[src/rtl/healthcare_alarm_monitor.sv]
// Per-channel persistence alarm monitor: IDLE/PENDING/ALARM/ACKED FSM per channel, optional raise-event counter.
// Latency: alarm is visible the cycle after the PERSIST-th valid abnormal sample; no backpressure, inputs always accepted.
// Optional event counter is compiled in with HEALTHCARE_EVENT_COUNT_EN; otherwise eventCount is tied to 0.
module healthcare_alarm_monitor #(
  parameter int NUM_CH  = 4,
  parameter int PERSIST = 3,
  parameter int CH_W    = 2
) (
  input  logic              clk,
  input  logic              rstN,
  input  logic              sampleValid,
  input  logic [NUM_CH-1:0] abnormalIn,
  input  logic [NUM_CH-1:0] ackIn,
  output logic [NUM_CH-1:0] alarm,
  output logic [NUM_CH-1:0] acked,
  output logic              anyAlarm,
  output logic [CH_W-1:0]   firstAlarmCh,
  output logic [7:0]        eventCount
);

  typedef enum logic [1:0] {
    IDLE    = 2'd0,
    PENDING = 2'd1,
    ALARM   = 2'd2,
    ACKED   = 2'd3
  } chState_e;

  localparam logic [4:0] PERSIST_V = 5'(PERSIST);

  chState_e   stateQ [NUM_CH];
  chState_e   stateD [NUM_CH];
  logic [3:0] cntQ   [NUM_CH];
  logic [3:0] cntD   [NUM_CH];

  always_ff @(posedge clk or negedge rstN) begin
    if (!rstN) begin
      for (int i = 0; i < NUM_CH; i++) begin
        stateQ[i] <= IDLE;
        cntQ[i]   <= 4'd0;
      end
    end else begin
      for (int i = 0; i < NUM_CH; i++) begin
        stateQ[i] <= stateD[i];
        cntQ[i]   <= cntD[i];
      end
    end
  end

  always_comb begin
    for (int i = 0; i < NUM_CH; i++) begin
      stateD[i] = stateQ[i];
      cntD[i]   = cntQ[i];
      case (stateQ[i])
        IDLE: begin
          if (sampleValid && abnormalIn[i]) begin
            cntD[i]   = 4'd1;
            stateD[i] = (PERSIST == 1) ? ALARM : PENDING;
          end else begin
            cntD[i] = 4'd0;
          end
        end
        PENDING: begin
          if (sampleValid) begin
            if (abnormalIn[i]) begin
              // Counter stays below PERSIST here, so the increment cannot overshoot or wrap
              cntD[i] = cntQ[i] + 4'd1;
              if (({1'b0, cntQ[i]} + 5'd1) == PERSIST_V) begin
                stateD[i] = ALARM;
              end
            end else begin
              stateD[i] = IDLE;
              cntD[i]   = 4'd0;
            end
          end
        end
        ALARM: begin
          // Ack wins over a coincident sample; samples are otherwise ignored
          if (ackIn[i]) begin
            stateD[i] = ACKED;
          end
        end
        ACKED: begin
          if (sampleValid && !abnormalIn[i]) begin
            stateD[i] = IDLE;
            cntD[i]   = 4'd0;
          end
        end
        default: begin
          stateD[i] = IDLE;
          cntD[i]   = 4'd0;
        end
      endcase
    end
  end

  always_comb begin
    alarm        = '0;
    acked        = '0;
    firstAlarmCh = '0;
    for (int i = 0; i < NUM_CH; i++) begin
      alarm[i] = (stateQ[i] == ALARM);
      acked[i] = (stateQ[i] == ACKED);
    end
    for (int i = NUM_CH - 1; i >= 0; i--) begin
      if (stateQ[i] == ALARM) begin
        firstAlarmCh = CH_W'(i);
      end
    end
  end

  assign anyAlarm = |alarm;

`ifdef HEALTHCARE_EVENT_COUNT_EN
  logic [NUM_CH-1:0] raise;
  logic [4:0]        raiseCnt;
  logic [8:0]        eventSum;
  logic [7:0]        eventCntQ;

  // ACKED never returns to ALARM, so any transition into ALARM is a fresh raise
  always_comb begin
    raiseCnt = 5'd0;
    for (int i = 0; i < NUM_CH; i++) begin
      raise[i] = (stateD[i] == ALARM) && (stateQ[i] != ALARM);
      raiseCnt = raiseCnt + 5'(raise[i]);
    end
    eventSum = {1'b0, eventCntQ} + 9'(raiseCnt);
  end

  always_ff @(posedge clk or negedge rstN) begin
    if (!rstN) begin
      eventCntQ <= 8'd0;
    end else begin
      eventCntQ <= (eventSum > 9'd255) ? 8'hFF : eventSum[7:0];
    end
  end

  assign eventCount = eventCntQ;
`else
  assign eventCount = 8'd0;
`endif

endmodule

[config.mk]
export PLATFORM = sky130hd
export DESIGN_NAME = healthcare_alarm_monitor
export DESIGN_NICKNAME = d
export VERILOG_FILES = /design/src/rtl/healthcare_alarm_monitor.sv
export SDC_FILE = /design/constraint.sdc
export NUM_CORES = 1
export LEC_CHECK = 0
export ABC_AREA = 0
export ABC_CLOCK_PERIOD_IN_PS = 3100
export CORE_AREA = 3 3 59 61
export DETAILED_ROUTE_END_ITERATION = 10
export DIE_AREA = 0 0 62 64
export HOLD_SLACK_MARGIN = 0.05
export PLACE_DENSITY = 0.81
export SETUP_SLACK_MARGIN = 0.5
export SYNTH_ARGS = -nofsm -noshare
export SYNTH_HDL_FRONTEND = slang
export SYNTH_SLANG_ARGS = --single-unit
[constraint.sdc]
create_clock -name clk -period 3.1 [get_ports clk]
set_input_delay 0.775 -clock clk [delete_from_list [all_inputs] [get_ports clk]]
set_output_delay 0.775 -clock clk [all_outputs]
set_load 0.01 [all_outputs]
==> summary.md, run 1 <==
| Metric | Value |
|---|---|
| DP Area | `1880 µm²` |
| Pwr dens | `556 nW/µm²` |
| P&R area growth vs syn | `18.8%` |
| Post-synth EDFFs | `0` |
| CP cell instances | `nor2b_4 > nor2_1 > nand2_1 > clkdlybuf4s50_1` |
| Clock-pin slew on the worst setup and hold paths | `130 ps` |
| Synth Register Bits | `24` |
| Worst path slowest cell | `dfrtp_1` |
| Layout net count | `243` |
| Final Max Slew Viols | `0` |
| Critical path startpoint | `stateQ[6]$_DFFE_PN0P_` |
| # diodes | `0` |
| Async S/R FF share, synth | `1.00` |
| Critical Path Sink Type | `output pin` |
| Final instance area | `2020 µm²` |
| DR WL/cell | `14.9 µm` |
| Combinational Power Share | `0.445` |
| Sw frac | `0.383` |
| WP data arrival | `1720 ps` |
| Global Route Usage Sum | `0.213` |
| Worst-Margin Slew | `557 ps` |
| Top_reg_cell synth | `dfrtp_1` |
| Initial DRC Count | `105` |
| HPWL Detailed | `2770 µm` |
| Clock share of power | `0.122` |
| Chip width | `62 µm` |
| Worst slack, placed | `541 ps` |
| Vias in the first global route | `1475` |
| Clock root cell | `clkbuf_4` |
| Global-route wire length before repair | `6560 µm` |
| Row count | `20` |
| Final core occ | `0.669` |
| Final period util | `0.804` |
| Pleak | `0.912 nW` |
| Number of I/O pins | `30` |
| Via count | `1519` |
| Worst-Skew Late Latency | `310 ps` |
| Commonest non-fill, non-tap cell in the layout | `nand2_1` |
| DR DRC count | `0` |
| Endpoint required time on the critical path | `2320 ps` |
| Core Region | `3030 µm²` |
| Num Clock Sinks | `24` |
| Final Skew | `0.680 ps` |
| Number of buffers created by CTS | `3` |
| Fin. Hold Viols | `0` |
| Register area share after synthesis | `0.352` |
| Critical path class | `flip-flop to output pin` |
| PortBufs | `21` |
| Clock Tree Buf Depth | `2` |
| NetSw | `0.000430 W` |
| Starting Density | `0.563` |
| Yosys warns | `0` |
| Grt ovf | `0` |
| DRT Pass-1 Iters | `4` |
| Die Ht | `64 µm` |
| Syn avg cell area | `8.61 µm²` |
| Critical path's largest stage delay | `530 ps` |
| Int Pwr | `0.000694 W` |
| Slew HR | `0.628` |
| Setup TNS Final | `0 ps` |
| Critical Path Fanout Max | `10` |
| Largest net degree at the start of global routing | `25` |
| GPL Wtd Cong | `0.959` |
| Final Total Pwr | `0.00112 W` |
| Distinct cells, synth | `47` |
| Synth Instances | `198` |
| CTS Hold Bufs | `0` |
| TritonCTS clock tree | `yes` |
| Die Area | `3970 µm²` |
| Critical Path Start Type | `flip-flop` |
| Final setup viols | `0` |
| Setup ws final | `606 ps` |
| Peak supply drop | `0.290 mV` |
| Post-DRT Antenna Nets | `0` |
| Reg2reg start | `cntQ[4]$_DFFE_PN0P_` |
| Share of layout cells above drive strength 1 | `0.149` |
| FMAX | `401 MHz` |
| RSZ-0062 raised after global routing | `no` |
| Cell Area, Synth | `1700 µm²` |
| Fin crit period | `2490 ps` |
| Hold Crit Class | `flip-flop to flip-flop` |
| Vias per cell | `5.71` |
| Total Wirelength | `3950 µm` |
| Status | `completed` |
| Worst hold start | `cntQ[15]$_DFFE_PN0P_` |
| Initial antenna violation count | `0` |
| Most frequent cells in the layout | `nand2_1, clkdlybuf4s50_1, o21ai_0, dfrtp_1, buf_4` |
| CTS H-tree lvls | `1` |
| Flop pwr share | `0.434` |
| Max-cap violation count | `0` |
[critical path, delay by kind of cell, from the launching register on]
family | cells | cell delay, ps
flops | 1 | 530
buf+inv | 1 | 530
simple gates | 3 | 350
[cells in the mapped netlist (2+ instances only)]
library cell	instances	share of area
a21o_1	2	0.0088
a21boi_0	4	0.018
nand4_1	3	0.011
a31oi_1	2	0.0073
dfrtp_1	24	0.35
o21a_1	2	0.0088
a22o_1	6	0.031
o22a_1	4	0.021
or2_2	4	0.015
nor3_1	2	0.0059
buf_2	3	0.0088
and2b_1	2	0.0088
o21ai_0	17	0.050
o31ai_1	5	0.022
nor2b_1	8	0.029
ha_1	8	0.059
nand2b_1	2	0.0073
mux2i_1	2	0.012
inv_1	10	0.022
buf_4	10	0.044
nand2_1	21	0.046
a21oi_1	8	0.023
clkbuf_1	5	0.011
nand3_1	7	0.021
nor2_1	9	0.020
nor4b_1	2	0.010
o41ai_1	2	0.010
and2_1	4	0.015
a221o_1	2	0.012
[worst paths after layout]
| kind | end | slack, ps | cells past startpoint |
|---|---|---|---|
| worst max-delay path | anyAlarm | 610 | 4 |
| worst min-delay path | cntQ[15]$_DFFE_PN0P_ | 510 | 1 |
| worst max register to register | stateQ[2]$_DFFE_PN0P_ | 1380 | 4 |
| worst min register to register | cntQ[15]$_DFFE_PN0P_ | 510 | 1 |
| max in group asynchronous | stateQ[4]$_DFFE_PN0P_ | 2020 | 2 |
| min in group asynchronous | stateQ[2]$_DFFE_PN0P_ | 810 | 2 |
[cells by family after synthesis]
| kind of cell | share of synthesized area |
|---|---|
| AND/OR/NAND/NOR | 0.224 |
| adder cells (fa/ha/maj) | 0.0587 |
| other | 0.00220 |
| flip-flops | 0.352 |
| AO/OA/AOI/OAI | 0.258 |
| multiplexers | 0.0117 |
| buffers and inverters | 0.0925 |
[stage by stage]
stage | hold WS, ps | cells
after floorplan | 452 | 205
after global placement | 472 | 252
after detailed placement | 488 | 252
after CTS | 507 | 256
after global routing | 519 | 266
final | 512 | 266
[layout make-up]
class	instances	area, µm²
clock buffers	3	22.5
fillers	248	1000
inverters	10	37.5
multi-input cells	152	997
flip-flops and latches	24	609
well taps	44	55.1
repair buffers	33	303
[layer usage]
metal | vias to the layer above | wire length [µm] | track usage
met3 | 6 | 150 | 0.0283
met5 | - | 0 | 0
met4 | 0 | 46 | 0.0637
met1 | 729 | 1730 | 0.280
li1 | 746 | - | -
met2 | 38 | 2030 | 0.355
[timing repair]
action / in CTS / in global routing
buffers inserted: 1 / 10
endpoints found under the setup margin: 5 / 3
pin swaps: 0 / 0
gates resized for setup: 10 / 5
hold endpoints to repair: 0 / 0
[power groups by stage]
| stage | clock network [W] | logic [W] | registers, W |
|---|---|---|---|
| 6_report | 0.000137 | 0.000500 | 0.000488 |
| 5_1_grt | 0.000161 | 0.000555 | 0.000501 |
| 4_1_cts | 0.000142 | 0.000398 | 0.000501 |
| 3_5_place_dp | 0 | 0.000392 | 0.000500 |
| 3_3_place_gp | 0 | 0.000378 | 0.000493 |
| 2_1_floorplan | 0 | 0.000353 | 0.000416 |
(Power assumes the default switching activity.)
==> inputs of run 2 (changes only) <==
--- a/config.mk
+++ b/config.mk
@@ -6,12 +6,12 @@
 export NUM_CORES = 1
 export LEC_CHECK = 0
 export ABC_AREA = 0
-export ABC_CLOCK_PERIOD_IN_PS = 3100
-export CORE_AREA = 3 3 59 61
+export ABC_CLOCK_PERIOD_IN_PS = 2150
+export CORE_AREA = 3 3 65 67
 export DETAILED_ROUTE_END_ITERATION = 10
-export DIE_AREA = 0 0 62 64
+export DIE_AREA = 0 0 68 70
 export HOLD_SLACK_MARGIN = 0.05
-export PLACE_DENSITY = 0.81
+export PLACE_DENSITY = 0.71
 export SETUP_SLACK_MARGIN = 0.5
 export SYNTH_ARGS = -nofsm -noshare
 export SYNTH_HDL_FRONTEND = slang
==> constraint.sdc (replaced) <==
create_clock -name clk -period 2.15 [get_ports clk]
set_input_delay 0.5375 -clock clk [delete_from_list [all_inputs] [get_ports clk]]
set_output_delay 0.5375 -clock clk [all_outputs]
set_load 0.01 [all_outputs]
==> run 2 against run 1 <==
Combinational power grew 76%. Clock power grew to 2.9 times the previous value. Largest cell class unchanged. Register-to-register slack got worse by 790 ps. Sequential power increased by 31%. Wire length shrank 0.86%.
==> summary.md, run 2 (synthesis results as in run 1) <==
| Metric | Value |
|---|---|
| Die Area | `4760 µm² (+20%)` |
| Final setup viols | `0 (unchanged)` |
| Max-cap violation count | `0 (unchanged)` |
| Hold Crit Class | `flip-flop to flip-flop` |
| Layout net count | `259 (+6.6%)` |
| Peak supply drop | `0.598 mV (+110%)` |
| Clock root cell | `clkbuf_8` |
| Endpoint required time on the critical path | `1610 ps (-710 ps)` |
| Fin. Hold Viols | `0 (unchanged)` |
| # diodes | `0 (unchanged)` |
| FMAX | `573 MHz` |
| Most frequent cells in the layout | `dfrtp_1, nand2_1, o21ai_0, buf_4, buf_6` |
| Vias in the first global route | `1431 (-3.0%)` |
| Critical Path Start Type | `flip-flop` |
| WP data arrival | `1210 ps (-510 ps)` |
| Number of I/O pins | `30 (unchanged)` |
| Global-route wire length before repair | `6570 µm (+0.11%)` |
| Final period util | `0.812` |
| GPL Wtd Cong | `0.851 (-11%)` |
| P&R area growth vs syn | `31.1%` |
| Critical path class | `flip-flop to output pin` |
| Worst Setup EP | `alarm[3]` |
| Crit Reg-Reg Endpoint | `cntQ[7]$_DFFE_PN0P_` |
| Setup TNS Final | `0 ps (unchanged)` |
| Routed wl met2 | `1920 µm (-5.4%)` |
| Chip width | `68 µm (+9.7%)` |
| DR DRC count | `0 (unchanged)` |
| TritonCTS clock tree | `yes` |
| Share of layout cells above drive strength 1 | `0.264 (+0.115)` |
| CTS Hold Bufs | `0 (unchanged)` |
| Worst-Skew Late Latency | `270 ps (-40 ps)` |
| Reg2reg start | `stateQ[2]$_DFFE_PN0P_` |
| Via count | `1530 (+0.72%)` |
| Largest net degree at the start of global routing | `25 (unchanged)` |
| RSZ-0062 raised after global routing | `yes` |
| Initial antenna violation count | `0 (unchanged)` |
| Clock Tree Buf Depth | `2 (unchanged)` |
| Number of buffers created by CTS | `3 (unchanged)` |
| DRT Pass-1 Iters | `4 (unchanged)` |
| Pwr dens | `858 nW/µm² (+54%)` |
| Final Max Slew Viols | `0 (unchanged)` |
| Final core occ | `0.605 (-0.0631)` |
| Initial DRC Count | `168 (+60%)` |
| CTS H-tree lvls | `1 (unchanged)` |
| Grt ovf | `0 (unchanged)` |
| DR WL/cell | `13.7 µm (-8.1%)` |
| Total Wirelength | `3920 µm (-0.86%)` |
| HPWL Detailed | `2660 µm (-4.3%)` |
| Die Ht | `70 µm (+9.4%)` |
| Critical Path Sink Type | `output pin` |
| PortBufs | `21 (unchanged)` |
| Starting Density | `0.462 (-0.101)` |
| Core Region | `3690 µm² (+22%)` |
| Critical path startpoint | `stateQ[0]$_DFFE_PN0P_` |
| Fillers | `337 (+36%)` |
| Clock-pin slew on the worst setup and hold paths | `90 ps (-40 ps)` |
| DR WL met3 | `164 µm (+9.3%)` |
| DR top layer | `met4` |
| R2R cell count | `6 (+2)` |
| Final Skew | `5.57 ps (+4.89 ps)` |
| Fin crit period | `1750 ps` |
| Met1 wire length | `1810 µm (+4.9%)` |
| Num Clock Sinks | `24 (unchanged)` |
| R2R setup slack | `590 ps (-790 ps)` |
| Pleak | `1.05 nW (+16%)` |
| Post-DRT Antenna Nets | `0 (unchanged)` |
| Global Route Usage Sum | `0.172 (-0.0410)` |
| Critical Path Fanout Max | `3 (-7)` |
| Commonest non-fill, non-tap cell in the layout | `dfrtp_1` |
| Row count | `22 (+10%)` |
| Vias per cell | `5.33 (-6.6%)` |
| Status | `completed` |
[run 2: power by group]
part	internal [W]	switching, W	total, W
registers	0.000533	0.000108	0.000641
logic	0.000469	0.000409	0.000878
clock network	0.000249	0.000149	0.000398
total	0.00125	0.000666	0.00192
[run 2: worst max-delay path: stages (launching register included)]
cell	delay, ps
dfrtp_1	430
nor2b_4	190
buf_4	140
buf_6	90
buf_6	90
[run 2: routing by layer]
layer | GRT usage | up-vias
li1 | - | 776
met1 | 0.235 | 726
met2 | 0.275 | 26
met3 | 0.0386 | 2
met4 | 0.0375 | 0
met5 | 0 | -
[run 2: repair_timing]
| action | CTS | global route |
|---|---|---|
| setup endpoints to repair | 15 | 12 |
| buffers inserted | 8 | 7 |
| resized for setup | 55 | 19 |
| pin swaps | 1 | 0 |
[run 2: area by class of cell]
| cell class | count | area [µm²] | area share |
|---|---|---|---|
| Clock inverter | 1 | 30.0 | 0.0134 |
| Inverter | 10 | 37.5 | 0.0168 |
| Timing Repair Buffer | 49 | 430 | 0.193 |
| Multi-Input combinational cell | 152 | 1030 | 0.462 |
| Clock buffer | 3 | 41.3 | 0.0185 |
| Tap cell | 48 | 60.1 | 0.0269 |
| Sequential cell | 24 | 602 | 0.269 |
[run 2: metrics by stage]
stage	hold slack, ps	setup slack [ps]	total power [W]	cells	cell area (µm²)
5_1_grt	524	307	0.00206	287	2230
3_5_place_dp	491	194	0.00136	268	1980
3_3_place_gp	489	211	0.00136	268	1980
2_1_floorplan	242	532	0.00111	205	1740
4_1_cts	505	394	0.00183	280	2130
6_report	500	405	0.00192	287	2230
[run 2: worst min-delay path by stage]
stage                               from                    to  slack [ps]  cells after the start
floorplan                           rstN             async pin         240                      0
global placement    cntQ[15]$_DFFE_PN0P_  cntQ[15]$_DFFE_PN0P_         490                      1
detailed placement  cntQ[15]$_DFFE_PN0P_  cntQ[15]$_DFFE_PN0P_         490                      1
CTS                 cntQ[15]$_DFFE_PN0P_  cntQ[15]$_DFFE_PN0P_         500                      1
global route        cntQ[15]$_DFFE_PN0P_  cntQ[15]$_DFFE_PN0P_         520                      1
finish              cntQ[15]$_DFFE_PN0P_  cntQ[15]$_DFFE_PN0P_         500                      1
